--- src/rtl/pd_crc_pkg.sv ---
// Shared CRC-32 (reflected) constants, checker state encoding and the byte-step function.
// Used by both the receive checker and the transmit-side generator.
package pd_crc_pkg;

    localparam logic [31:0] CRC_POLY_REFL = 32'hEDB88320;
    localparam logic [31:0] CRC_INIT      = 32'hFFFFFFFF;
    localparam logic [31:0] CRC_RESIDUE   = 32'hDEBB20E3;

    typedef enum logic [1:0] {
        ST_IDLE = 2'd0,
        ST_RUN  = 2'd1,
        ST_DONE = 2'd2
    } state_t;

    // Advance the reflected CRC register by one byte, LSB of the byte first.
    function automatic logic [31:0] crc32_step(input logic [31:0] crc, input logic [7:0] data);
        logic [31:0] c;
        c = crc ^ {24'h000000, data};
        for (int i = 0; i < 8; i++) begin
            c = c[0] ? ((c >> 1) ^ CRC_POLY_REFL) : (c >> 1);
        end
        return c;
    endfunction

endpackage

--- src/rtl/pd_crc32_lfsr.sv ---
// Byte-wide CRC-32 register with a synchronous init-and-advance and an enable.
// Direction-agnostic, so the transmit-side generator can reuse it unchanged.
module pd_crc32_lfsr (
    input  logic        clock,
    input  logic        nrst,
    input  logic        i_init,
    input  logic        i_en,
    input  logic [7:0]  i_data,
    output logic [31:0] o_crc,
    output logic [31:0] o_crc_next
);
    import pd_crc_pkg::*;

    logic [31:0] r_crc;
    logic [31:0] w_base;

    // i_init seeds from CRC_INIT and folds in the current byte in the same cycle.
    assign w_base     = i_init ? CRC_INIT : r_crc;
    assign o_crc_next = crc32_step(w_base, i_data);
    assign o_crc      = r_crc;

    always_ff @(posedge clock or negedge nrst) begin
        if (!nrst) begin
            r_crc <= CRC_INIT;
        end else if (i_en) begin
            r_crc <= o_crc_next;
        end
    end

endmodule

--- src/rtl/pd_crc32_check.sv ---
// Receive-side CRC-32 frame checker: FSM, saturating byte counter and registered verdict.
// The CRC register itself lives in pd_crc32_lfsr.
module pd_crc32_check #(
    parameter int MAX_BYTES = 34,
    parameter int MIN_BYTES = 6
) (
    input  logic        clock,
    input  logic        nrst,
    input  logic        sop,
    input  logic        eop,
    input  logic        din_vld,
    input  logic [7:0]  din,
    output logic        busy,
    output logic        done,
    output logic        crc_ok,
    output logic        len_err,
    output logic [5:0]  byte_cnt,
    output logic [31:0] crc_o
);
    import pd_crc_pkg::*;

    localparam logic [5:0] MAX_C   = 6'(MAX_BYTES);
    localparam logic [5:0] MIN_C   = 6'(MIN_BYTES);
    localparam logic [5:0] CNT_SAT = 6'd63;

    state_t      r_state;
    state_t      w_state_next;
    logic        w_start;
    logic        w_adv;
    logic        w_end;
    logic [5:0]  w_cnt_next;
    logic        w_over;
    logic        w_under;
    logic [5:0]  r_byte_cnt;
    logic        r_crc_ok;
    logic        r_len_err;
    logic [31:0] w_crc;
    logic [31:0] w_crc_next;

    pd_crc32_lfsr u_lfsr (
        .clock      (clock),
        .nrst       (nrst),
        .i_init     (w_start),
        .i_en       (w_start | w_adv),
        .i_data     (din),
        .o_crc      (w_crc),
        .o_crc_next (w_crc_next)
    );

    always_ff @(posedge clock or negedge nrst) begin
        if (!nrst) begin
            r_state <= ST_IDLE;
        end else begin
            r_state <= w_state_next;
        end
    end

    // A valid sop restarts a frame from any state, including the DONE cycle.
    always_comb begin
        w_start      = din_vld & sop;
        w_adv        = din_vld & ~sop & (r_state == ST_RUN);
        w_end        = eop & (w_start | w_adv);
        w_state_next = r_state;
        w_cnt_next   = r_byte_cnt;
        case (r_state)
            ST_IDLE: if (w_start) w_state_next = ST_RUN;
            ST_RUN:  w_state_next = ST_RUN;
            ST_DONE: w_state_next = w_start ? ST_RUN : ST_IDLE;
            default: w_state_next = ST_IDLE;
        endcase
        if (w_end) begin
            w_state_next = ST_DONE;
        end
        if (w_start) begin
            w_cnt_next = 6'd1;
        end else if (w_adv && (r_byte_cnt != CNT_SAT)) begin
            w_cnt_next = r_byte_cnt + 6'd1;
        end
    end

    assign w_over  = (w_cnt_next > MAX_C);
    assign w_under = (w_cnt_next < MIN_C);

    // Overlength is flagged as soon as it happens; the ok/fail verdict lands with eop.
    always_ff @(posedge clock or negedge nrst) begin
        if (!nrst) begin
            r_byte_cnt <= 6'd0;
            r_crc_ok   <= 1'b0;
            r_len_err  <= 1'b0;
        end else begin
            r_byte_cnt <= w_cnt_next;
            if (w_start) begin
                r_crc_ok  <= 1'b0;
                r_len_err <= eop;
            end else if (w_adv) begin
                r_len_err <= r_len_err | w_over | (eop & w_under);
                if (eop) begin
                    r_crc_ok <= (w_crc_next == CRC_RESIDUE) & ~w_over & ~w_under & ~r_len_err;
                end
            end
        end
    end

    assign busy     = (r_state == ST_RUN);
    assign done     = (r_state == ST_DONE);
    assign crc_ok   = r_crc_ok;
    assign len_err  = r_len_err;
    assign byte_cnt = r_byte_cnt;
    assign crc_o    = ~w_crc;

endmodule
--- config.mk ---
export PLATFORM = sky130hd
export DESIGN_NAME = pd_crc32_check
export DESIGN_NICKNAME = d
export VERILOG_FILES = /design/src/rtl/pd_crc_pkg.sv /design/src/rtl/pd_crc32_lfsr.sv /design/src/rtl/pd_crc32_check.sv
export SDC_FILE = /design/constraint.sdc
export NUM_CORES = 1
export LEC_CHECK = 0
export BUFFER_PORTS_ARGS = -buffer_cell sky130_fd_sc_hd__buf_4
export CAP_MARGIN = 40
export CORE_MARGIN = 2
export CORE_UTILIZATION = 50
export CTS_BUF_LIST = sky130_fd_sc_hd__clkbuf_4 sky130_fd_sc_hd__clkbuf_8 sky130_fd_sc_hd__clkbuf_16
export DETAILED_ROUTE_END_ITERATION = 16
export HOLD_SLACK_MARGIN = 0.15
export PLACE_DENSITY = 0.72
export SYNTH_ARGS = -nofsm -noshare
export SYNTH_HDL_FRONTEND = slang
export SYNTH_HIERARCHICAL = 1
export SYNTH_SLANG_ARGS = --single-unit
export TNS_END_PERCENT = 5
--- constraint.sdc ---
create_clock -name clock -period 8.1 [get_ports clock]
set_input_delay 1.62 -clock clock [delete_from_list [all_inputs] [get_ports clock]]
set_output_delay 1.62 -clock clock [all_outputs]
set_load 0.01 [all_outputs]
# After elaboration in Yosys (flattened, before gate mapping)
# Index checks and enable logic that the tools add are counted.
# totals
regBits,42
input_bits,13
output_inout_bits,42
word_cells,63
# classes
addsub,1
n_lt_le_gt_ge,2
eq_ne,5
n_mux,20
bitwise,25
n_reduce_logical,5
# ops
operator,n
$mux 32,9
$not 13->14,8
$eq 32x32->1 const B,1
$not 32->32,1
$xor 32x8->32,1
$mux 6,2
$and 1x1->1,8
$add 6x1->6 const B,1
$gt 6x6->1 const B,1
$lt 6x3->1 const B,1
$mux 1,6
$ne 6x6->1 const B,1
$pmux 2 s3,1
$mux 2,2
$not 1->1,4
$reduce_bool 2->1,2
$ne 3x2->1 const B,1
$or 1x1->1,3
$eq 2x1->1 const B,1
$eq 2x2->1 const B,1
$logic_not 2->1,1
$reduce_and 2->1,1
$logic_and 1x1->1,1

# Logic depth before layout (Yosys ltp)
# logic_depth
word_depth,26
mapped_depth,12
mapped_depth_nobuf,11

# Cells and area by module
# Netlist, hierarchy kept.
# modules_own_cells
module,n_inst,cells_per_inst,area_per_inst_um2,seq_area_each_um2
pd_crc32_lfsr,1,218,2373.5,840.8
pd_crc32_check,1,101,785.8,250.2

# Least setup slack after synthesis
# OpenSTA, ideal clock, no wires.
# synth_path
path_kind,in2reg
start,input port din_vld
end,"register r_crc_ok, in the netlist crc_ok"
setup_ns,0.104
t_arrival_ns,4.293
required_time_ns,7.996
path_slack_ns,3.703
path_stages,12
n_path_buf,1
path_cell_list,nand2_1 inv_1 buf_2 nor2_1 xnor2_1 xnor3_1 xnor2_1 xnor2_1 or4b_2 nor4_1 nand4_1 o41ai_2
# synth_between
elab_cells_between_ends,38
cone_classes,2 x order compare; 1 x eq/ne; 14 x mux; 17 x bitwise; 4 x reduce/logical
# synth_lines
element,line,source
start: declaration,pd_crc32_check.sv:11,"input logic din_vld,"
$and 1x1->1 *,pd_crc32_check.sv:60,w_start = din_vld & sop;
named net w_start,pd_crc32_check.sv:28,logic w_start;
$mux 32 *,pd_crc32_lfsr.sv:18,assign w_base = i_init ? CRC_INIT : r_crc;
$xor 32x8->32 *,pd_crc_pkg.sv:18,"c = crc ^ {24'h000000, data};"
$mux 32 * (2 in a row),pd_crc_pkg.sv:20,c = c[0] ? ((c >> 1) ^ CRC_POLY_REFL) : (c >> 1);
$not 13->14 (no source line),--,
$mux 32 *,pd_crc_pkg.sv:20,
$not 13->14 (no source line),--,
$mux 32 * (3 in a row),pd_crc_pkg.sv:20,
$not 13->14 (no source line),--,
$mux 32 * (2 in a row),pd_crc_pkg.sv:20,
named net w_crc_next[4],pd_crc32_check.sv:38,logic [31:0] w_crc_next;
$eq 32x32->1 *,pd_crc32_check.sv:98,r_crc_ok <= (w_crc_next == CRC_RESIDUE) & ~w_over & ~w_under & ~r_len_err;
$and 1x1->1 * (3 in a row),pd_crc32_check.sv:98,
$mux 1 *,pd_crc32_check.sv:97,if (eop) begin
$mux 1 *,pd_crc32_check.sv:95,end else if (w_adv) begin
$mux 1 *,pd_crc32_check.sv:92,if (w_start) begin
end signal: assignment,pd_crc32_check.sv:98,
end: declaration,pd_crc32_check.sv:35,logic r_crc_ok;
# Mark *: on every way through the listed nets, which the timed path passes. The rest lies on a longest branch. The select of a mux whose other input is x is not followed.
# A chain may end at the register's enable or synchronous reset.

# Worst setup path after layout
# Ends and elaborated chain as after synthesis.

==> results.md <==
- FF-to-FF Start: u_lfsr/o_crc[3]
- Number of flops mapped to enable cells by yosys: 0
- Setup CP Type: in -> reg
- Vias: about 2,200
- Vias in the first global route: ~2,200
- DP HPWL: ~5.3 mm
- Post-Layout Cell Count: around 440
- Grt ovf: 0
- Async SR Flop Fraction: between 90% and 100%
- Yosys warns: 6
- Worst-skew pair later-pin latency: 0.30 ns
- FP Rows: 28
- Hold Path End: u_lfsr/o_crc[30]
- Worst hold slack: between 0.5 and 0.6 ns
- Vias/cell: 5.06
- Skew final: 0.00856 ns
- Shortest period the worst path allows: about 4.5 ns
- Remaining DRCs: 0
- Initial core utilization: 52.4%
- R2R depth: 9
- IO Pins: 55
- Worst slack at placement: 3.31 ns
- CP Capture Type: flop
- WL final: just over 7 mm
- Root buffer cell: clkbuf_8
- Area Overhead vs Synth: 17.2%
- CTS Buffer Depth: 2
- Largest net degree at the start of global routing: 43
- Setup crit start kind: primary input
- Worst Tran Pin Value: 0.648 ns
- Reg2Reg Capture Point: crc_ok
- RSZ-0062 raised after global routing: no
- Die width: around 83 microns
- Worst setup margin: roughly 3.6 ns
- Dpl cells: between 400 and 500
- Max Fclk: 0.223 GHz
- Post-DRT Antenna Nets: 0
- TNS Setup: 0 ns
- Share of cells above drive strength 1: between 30 and 40%
- Cells after Synth: between 300 and 400
- Sequential area share after synthesis: roughly a third
- WL per Instance: 16.0 microns
- Max_slew headroom: a little under three fifths
- DRT Pass-1 Iters: 4
- Tcrit/Tclk final: between 50% and 60%
- Synth Flop Type: dfstp_2
- Post-Syn Area: between 3000 and 4000 sq um
- First-pass GRT wire length: 11.5 mm
- TritonCTS sink count: 42
- GRT Total Usage: 20.6%
- Hold Path Depth: 2
- Avg Cell Area, Syn: approximately 9.9 sq um
- Worst Path Required: 8.30 ns
- HP Class: reg -> reg
- Final GP Congestion: approximately 0.91
- Die height: around 83 microns
- Hold Vio Cnt, Final: 0
- Postcts setup bufs: 0
- Post-synth cell types: 48
- Slew Limit Fails: 0
- Max_cap viols: 0
- CTS buffer count: 5
- CP max FO: 32
- Initial drt markers: around 140
- Max H-tree Level: 2
- N_diodes: 0
- CTS tree: built
- Hold Crit Start: u_lfsr/o_crc[30]
- Post-CTS Hold Fix Bufs: 0
- Post-CTS resize count: 0
- Port-buffer cells: 54
- Fin nets: roughly 380
- Clk slew on worst S/H paths: around 0.08 ns
- Reg-to-reg slack, setup: ~4.9 ns
- Core Area: approximately 6000 sq um
- Initial antenna violation count: 0
- Run status: finished, final reports clean
- Setup violators final: 0
- CP arrival: roughly 4.7 ns
- Die area: roughly 7000 sq um
- Synthesis-stage register bit count: 42
- Synth Net Count: roughly 330
through the flow:
| stage | instance area, sq um | utilization [%] |
|---|---|---|
| after detailed placement | 3610 | 59.9 |
| after global routing | 3700 | 61.5 |
| final | 3700 | 61.5 |
| after floorplan | 3160 | - |
| after CTS | 3700 | 61.5 |
| after global placement | 3610 | 59.9 |
flip-flops by register name, summed over array words and instances (netlist names):
signal,flops
r_state,2
len_err,1
byte_cnt,6
crc_ok,1
u_lfsr/o_crc,32
per-layer routing:
layer	wire length [microns]	up-vias	global-route usage, %	share of wire [%]
met5	0	-	0	0
met4	90	0	4.84	1.3
met3	274	7	3.46	3.9
met2	3340	54	33.1	47
met1	3400	1068	29.1	48
li1	-	1119	-	-
placed cells by master, fill, tap and decap left out, drive strengths merged, types with 2 or more instances in the layout:
master / synthesis / layout
xor3: 2 / 2
and2: 2 / 2
nand4: 2 / 2
nand2: 8 / 8
nand4b: 3 / 3
xnor3: 3 / 3
clkbuf: 8 / 7
a21oi: 5 / 5
dfrtp: 10 / 10
dfstp: 32 / 32
mux2i: 2 / 2
xor2: 19 / 19
nor2: 45 / 45
nor3: 3 / 3
buf: 6 / 56
or4b: 2 / 2
mux2: 28 / 28
inv: 39 / 39
nand3: 2 / 2
nor4b: 2 / 2
xnor2: 75 / 75
and4: 2 / 2
logic make-up after synthesis:
kind of cell	after synthesis	share of synthesized area [%]
flops	42	34.5
mux	30	10.6
compound gates	14	3.52
fa+ha+maj	1	0.396
simple gates	80	13.0
buf+inv	53	6.69
xor+xnor	99	31.3
worst max-delay path, stage by stage:
cell and delay, ns:
buf_4 0.10, nand2_1 0.17, inv_1 0.26, buf_4 0.37, nor2_1 0.13, xnor2_2 0.39, xnor2_1 0.21, xnor2_1 0.18
or4b_2 0.61, nor4_1 0.28, nand4_1 0.14, o41ai_2 0.20
synthesized netlist by cell type, drive strengths merged, types with 2 or more instances:
cell type	number	area, sq um
dfstp	32	841
xnor2	75	706
or4b	2	20.0
mux2i	2	20.0
inv	39	146
a21oi	5	25.0
xor3	2	48.8
xor2	19	166
nand4	2	12.5
and2	2	12.5
mux2	28	315
nor4b	2	17.5
xnor3	3	67.6
buf	6	33.8
clkbuf	8	31.3
dfrtp	10	250
and4	2	17.5
nor3	3	15.0
nand4b	3	26.3
nor2	45	169
nand3	2	10.0
nand2	8	32.5
how the worst max path moves through the flow:
stage | startpoint | end | slack [ns] | depth (start not counted)
6_report | din_vld | crc_ok | 3.62 | 12
3_5_place_dp | din_vld | crc_ok | 3.31 | 12
4_1_cts | din_vld | crc_ok | 3.62 | 12
3_3_place_gp | din_vld | crc_ok | 3.35 | 12
2_1_floorplan | din_vld | crc_ok | 3.70 | 12
5_1_grt | din_vld | crc_ok | 3.32 | 12
layout make-up:
type                            count  area, sq um
Fill cell                         518         2320
Inverter                           39          146
Multi-Input combinational cell    224         1860
Sequential cell                    42         1090
Clock buffer                        7         90.1
Clock inverter                      1         5.00
Timing Repair Buffer               56          420
Tap cell                           75         93.8
Power is not shown: default switching activity piles up to over one toggle a cycle in this logic, so the estimate is an artifact.
